File: src/rtl/display_scanner.sv
// -----------------------------------------------------------------------------
// display_scanner
//
// Time-multiplexed driver for NUM_DIGITS common-anode 7-segment digits. Each
// digit shows the glyph of a 3-bit user code. A prescaler sets how long each
// digit slot lasts. The first cycle of every slot is a blanked dead time, so the
// previous digit's segments never ghost onto the next anode. User codes are
// double-buffered: a Load goes into a shadow register, and that register is
// copied to the displayed (active) register only at a frame boundary. A frame
// therefore never shows a mix of old and new codes. Invalid codes blink with a
// period of 2*BLINK_DIV frames.
//
// Ports
//   Clock       in   system clock
//   Reset_n     in   synchronous reset, active low
//   Users       in   3*NUM_DIGITS user codes, digit k = Users[3k+2:3k]
//   Load        in   single-cycle strobe, captures Users
//   Enable      in   0 blanks all digits; counters and buffering keep running
//   A..G        out  segment drives, active low (0 = lit)
//   DP          out  decimal point, always off (1)
//   Digit_n     out  NUM_DIGITS anode strobes, active low, one-hot-cold
//   Frame_done  out  one-cycle pulse after the last digit slot of a frame ends
// -----------------------------------------------------------------------------
module display_scanner #(
   parameter int NUM_DIGITS = 4,     // 1..8
   parameter int PRESCALE   = 1000,  // clock cycles per digit slot, >= 2
   parameter int BLINK_DIV  = 256    // frames per blink half-period, >= 1
) (
   input  logic                      Clock,
   input  logic                      Reset_n,
   input  logic [3*NUM_DIGITS-1:0]   Users,
   input  logic                      Load,
   input  logic                      Enable,
   output logic                      A,
   output logic                      B,
   output logic                      C,
   output logic                      D,
   output logic                      E,
   output logic                      F,
   output logic                      G,
   output logic                      DP,
   output logic [NUM_DIGITS-1:0]     Digit_n,
   output logic                      Frame_done
);

   localparam int PW = $clog2(PRESCALE);
   localparam int IW = (NUM_DIGITS > 1) ? $clog2(NUM_DIGITS) : 1;
   localparam int BW = (BLINK_DIV > 1) ? $clog2(BLINK_DIV) : 1;

   localparam logic [PW-1:0] PRESC_MAX = PW'(PRESCALE - 1);
   localparam logic [IW-1:0] IDX_MAX   = IW'(NUM_DIGITS - 1);
   localparam logic [BW-1:0] BLINK_MAX = BW'(BLINK_DIV - 1);

   // Segment patterns as {A,B,C,D,E,F,G}, active low.
   localparam logic [6:0] SEG_BLANK = 7'b1111111;
   localparam logic [6:0] SEG_U     = 7'b1000001;
   localparam logic [6:0] SEG_T     = 7'b1110000;
   localparam logic [6:0] SEG_A     = 7'b0001000;
   localparam logic [6:0] SEG_G     = 7'b0100001;
   localparam logic [6:0] SEG_F     = 7'b0111000;

   typedef enum logic [2:0] {
      CODE_BLANK0 = 3'b000,
      CODE_U      = 3'b001,
      CODE_BAD2   = 3'b010,
      CODE_T      = 3'b011,
      CODE_BAD4   = 3'b100,
      CODE_A      = 3'b101,
      CODE_G      = 3'b110,
      CODE_BLANK7 = 3'b111
   } code_e;

   // Scan and blink state
   logic [PW-1:0]             r_presc;
   logic [IW-1:0]             r_idx;
   logic [BW-1:0]             r_blink_cnt;
   logic                      r_blink_phase;

   // Code buffering
   logic [3*NUM_DIGITS-1:0]   r_shadow;
   logic [3*NUM_DIGITS-1:0]   r_active;
   logic                      r_pending;

   // Registered outputs
   logic [6:0]                r_seg;
   logic [NUM_DIGITS-1:0]     r_digit_n;
   logic                      r_frame_done;

   // Combinational helpers
   logic                      w_presc_end;
   logic                      w_frame_wrap;
   logic [2:0]                w_code;
   logic [6:0]                w_glyph;
   logic [6:0]                w_seg_next;
   logic [NUM_DIGITS-1:0]     w_digit_next;

   // NOTE: every signal written in always_comb gets a default first, so no path
   // leaves it unassigned and no latch is inferred.
   always_comb begin
      w_presc_end  = (r_presc == PRESC_MAX);
      w_frame_wrap = w_presc_end && (r_idx == IDX_MAX);

      // Select the code of the digit being scanned.
      w_code = 3'b000;
      for (int k = 0; k < NUM_DIGITS; k++) begin
         if (r_idx == IW'(k)) begin
            w_code = r_active[3*k +: 3];
         end
      end

      w_glyph = SEG_BLANK;
      case (w_code)
         CODE_BLANK0, CODE_BLANK7: w_glyph = SEG_BLANK;
         CODE_U:                   w_glyph = SEG_U;
         CODE_T:                   w_glyph = SEG_T;
         CODE_A:                   w_glyph = SEG_A;
         CODE_G:                   w_glyph = SEG_G;
         // Invalid codes (010, 100): F in blink phase 0, blank in phase 1.
         default:                  w_glyph = r_blink_phase ? SEG_BLANK : SEG_F;
      endcase

      // Slot cycle 0 is dead time: anodes off and segments dark, so the new
      // anode never lights with the previous digit's segments.
      w_seg_next   = SEG_BLANK;
      w_digit_next = '1;
      if (r_presc != '0) begin
         w_seg_next = w_glyph;
         for (int k = 0; k < NUM_DIGITS; k++) begin
            if (r_idx == IW'(k)) begin
               w_digit_next[k] = 1'b0;
            end
         end
      end
   end

   // NOTE: sequential state uses non-blocking assignments only, so every
   // register samples the pre-edge values of the others.
   always_ff @(posedge Clock) begin
      if (!Reset_n) begin
         // NOTE: the code registers are reset with the rest of the state, so the
         // display comes up blank and a pending load from before reset is dropped.
         r_presc       <= '0;
         r_idx         <= '0;
         r_blink_cnt   <= '0;
         r_blink_phase <= 1'b0;
         r_shadow      <= '0;
         r_active      <= '0;
         r_pending     <= 1'b0;
         r_seg         <= SEG_BLANK;
         r_digit_n     <= '1;
         r_frame_done  <= 1'b0;
      end else begin
         // Scan counters
         r_presc <= w_presc_end ? '0 : r_presc + 1'b1;
         if (w_presc_end) begin
            r_idx <= (r_idx == IDX_MAX) ? '0 : r_idx + 1'b1;
         end

         // Blink divider, advanced once per frame
         if (w_frame_wrap) begin
            if (r_blink_cnt == BLINK_MAX) begin
               r_blink_cnt   <= '0;
               r_blink_phase <= ~r_blink_phase;
            end else begin
               r_blink_cnt <= r_blink_cnt + 1'b1;
            end
         end

         // Double buffering. A load that lands on the wrap edge bypasses the
         // shadow, so it shows in the very next frame instead of one frame later.
         if (Load && w_frame_wrap) begin
            r_shadow  <= Users;
            r_active  <= Users;
            r_pending <= 1'b0;
         end else if (Load) begin
            r_shadow  <= Users;
            r_pending <= 1'b1;
         end else if (w_frame_wrap && r_pending) begin
            r_active  <= r_shadow;
            r_pending <= 1'b0;
         end

         // Registered outputs, one cycle behind the scan state
         r_frame_done <= w_frame_wrap;
         if (Enable) begin
            r_seg     <= w_seg_next;
            r_digit_n <= w_digit_next;
         end else begin
            r_seg     <= SEG_BLANK;
            r_digit_n <= '1;
         end
      end
   end

   assign {A, B, C, D, E, F, G} = r_seg;
   assign DP                    = 1'b1;
   assign Digit_n               = r_digit_n;
   assign Frame_done            = r_frame_done;

endmodule
File: config.mk
export PLATFORM = sky130hd
export DESIGN_NAME = display_scanner
export DESIGN_NICKNAME = d
export VERILOG_FILES = /design/src/rtl/display_scanner.sv
export SDC_FILE = /design/constraint.sdc
export NUM_CORES = 1
export LEC_CHECK = 0
export CELL_PAD_IN_SITES_DETAIL_PLACEMENT = 0
export CELL_PAD_IN_SITES_GLOBAL_PLACEMENT = 2
export CORE_AREA = 2 2 83 85
export CTS_BUF_LIST = sky130_fd_sc_hd__clkbuf_8
export CTS_CLUSTER_SIZE = 25
export DETAILED_ROUTE_END_ITERATION = 8
export DIE_AREA = 0 0 85 87
export PLACE_DENSITY = 0.93
export SYNTH_ARGS = -nofsm -noshare
export SYNTH_HDL_FRONTEND = slang
export SYNTH_SLANG_ARGS = --single-unit
File: constraint.sdc
create_clock -name Clock -period 4.2 [get_ports Clock]
set_clock_uncertainty 0.15 [all_clocks]
set_input_delay 1.26 -clock Clock [delete_from_list [all_inputs] [get_ports Clock]]
set_output_delay 1.26 -clock Clock [all_outputs]
set_load 0.02 [all_outputs]
==> out/results.tsv <==
stage	metric	value	unit
pwr	ir_drop	0.201	mV
synthesis	synthTopCellsByCount	dfxtp_1, nor2_1, a21oi_1, nand2_1, mux2i_1	
sta	rsz0062_at_grt	false	
clocking	clkSlewWorstSetupHoldPaths	0.06	ns
floorplanning	initial_core_util	37.7	%
synthesis	ys_seq_area_share	46.1	%
global_route	grt_pass1_vias	1714	
global_route	track_usage	14.4	%
critical_path	path_delay_family	compound AO/OA/AOI/OAI gates	
clocking	cts-resized-gates	0	
critical_path	cp.required	4.24	ns
synthesis	syn_avg_cell_area	9.49	um2
floorplanning	rows	30	
critical_path	path_buf_inv	1	
sta	timing.fmax	335	MHz
critical_path	slowest_delay	0.73	ns
route	firstDrtPassIters	4	
sta	maxSlewViolCount	0	
placement	dp_cells	354	
job	maxCapViolations	0	
synthesis	yosysTopAreaCell	dfxtp_1	
clocking	cts_sinks	57	
layout	final_cells	370	
critical_path	cp_slowest_cell	clkdlybuf4s50_1	
floorplanning	io-pin-count	29	
synthesis	synth-seq-cells	57	
status	status	complete, no violations	
synthesis	syn_inst	261	
pwr	p_per_area	372	mW/mm2
layout	diodes	0	
route	wl	4.89	mm
route	drtAntennaViolNets	0	
synthesis	synth.area.top_cells	dfxtp_1, mux2i_1, nor2_1	
sta	hold_violations	0	
critical_path	end_kind	flop	
synthesis	yosysMostFrequentCell	dfxtp_1	
sta	whs	0.324	ns
critical_path	path_cells	clkdlybuf4s50_1 > nand2_1 > a31oi_1 > a21boi_0 > o221ai_1	
global_route	grt_pass1_wl	8.28	mm
global_route	grt-ovfl-total	0	
route	drt_iter0_drc	65	
floorplanning	core-area	0.00657	mm2
placement	place_hpwl	3.36	mm
placement	io_buffers	27	
placement	gp_congestion	0.729	
synthesis	synth_edf_count	0	
worst_hold_path	hold_class	reg2reg	
clocking	post_cts_buffers	0	
route	vias	1916	
clocking	cts_buffers	9	
sta	slew-limit-headroom	23.6	%
synthesis	synth_top_area_share	46.1	%
route	routed_via_density	5.18	
synthesis	synth_ff_type	dfxtp_1	
sta	period_share	71.1	%
synthesis	syn_nets	284	
layout	area_growth	20.6	%
sta	finalSetupViolations	0	
synthesis	synth_cell_type_count	49	
floorplanning	dieArea	0.00740	mm2
clocking	clock-root-buffer	clkbuf_8	
floorplanning	die_w	85	um
critical_path	r2r_slack	1.31	ns
global_route	grt_max_degree	33	
sta	setup_tns	0	ns
layout	nNetsFinal	308	
clocking	ctsHoldBuffers	0	
global_route	antenna_found_initial	0	
synthesis	syn_area	0.00248	mm2
sta	period_needed	2.99	ns
critical_path	crit_arrival	3.03	ns
critical_path	crit_fanout	12	
clocking	cts_tree	done	
layout	drive_above_1_share	8.97	%
critical_path	cp-start-kind	input pin	
synthesis	yosys_warnings	0	
sta	tightest_slew	1.14	ns
floorplanning	die_height	87	um
pwr	total_leakage_power	1.15	nW
clocking	clk_latency	0.34	ns
clocking	h-tree-depth	3	
route	wl_per_cell	13.2	um
synthesis	async_flop_share	0	%
critical_path	path_class	in2reg	
clocking	clockBufferDepth	2	
route	drc	0	
placed cells by master, fill, tap and decap left out, drive strengths merged, types with 2 or more instances in the layout:
master         instances
a21oi                 17
clkinv                 2
o31ai                  5
o221ai                 4
a211o                  3
nor3b                  4
nand4                  2
or3b                   4
buf                    2
clkbuf                13
dfxtp                 57
xor2                   3
o211ai                 2
nor3                   4
o21ai                  6
o211a                  3
nor2b                  2
or3                    4
clkdlybuf4s50         27
a311oi                 9
ha                     7
or4                    3
nand2                 17
o22ai                  2
nand2b                 3
inv                   11
mux2i                 15
xnor2                  6
nor4                   2
and3b                  3
nand3                  8
nor2                  27
flip-flops by register name (all words and copies together) (netlist names):
signal and count:
r_idx 2, r_pending 1, r_active 12, r_presc 10, r_blink_cnt 8, Digit_n 4, Frame_done 1, r_blink_phase 1
r_seg 6, r_shadow 12
stage by stage:
step | utilization (%) | setup slack, ns | total power, W | instance area (um2)
final | 45.4 | 1.21 | 0.00111 | 2990
after global routing | 45.4 | 1.01 | 0.00116 | 2990
after CTS | 45.4 | 1.21 | 0.00113 | 2990
after detailed placement | 42.5 | 0.868 | 0.000631 | 2790
after global placement | 42.5 | 0.891 | 0.000630 | 2790
after floorplan | - | 1.60 | 0.000607 | 2480
cells by family (layout without fill, tap and decap cells):
kind of cell,count (synthesis),count (layout),synth area share [%]
and+or+nand+nor,88,88,20.0
AOI/OAI and AO/OA,57,57,16.0
DFF,57,57,46.1
buffers and inverters,26,55,4.65
muxes,15,15,6.06
xor gates and xnor gates,9,9,3.18
adders and majority gates,8,8,3.94
other,1,1,0.151
routing by layer:
layer / up-vias / global-route usage, % / wire length (um)
li1: 987 / - / -
met1: 882 / 20.0 / 2570
met2: 39 / 19.5 / 2010
met3: 8 / 3.98 / 195
met4: 0 / 9.09 / 120
met5: - / 0 / 0
report_power, final:
part / internal (W) / total (W) / switching (W)
registers: 0.000551 / 0.000557 / 0.00000594
logic: 0.0000288 / 0.0000609 / 0.0000321
clock network: 0.000274 / 0.000493 / 0.000219
final cells by class:
type | instances | area [um2]
clock inverter | 3 | 13.8
inverter | 10 | 37.5
timing repair buffer | 29 | 285
multi-input combinational | 178 | 1230
fill | 620 | 3580
tap | 80 | 100
sequential | 57 | 1140
clock buffer | 13 | 179
path summary, 6_finish.rpt:
path                    from            to  cells after the start
setup / recovery     Reset_n      r_seg[6]                      5
hold / removal    r_presc[0]    r_presc[0]                      1
setup reg to reg    r_idx[0]  r_active[10]                      5
hold reg to reg   r_presc[0]    r_presc[0]                      1
Note: power is estimated with default switching activity, not from simulation.
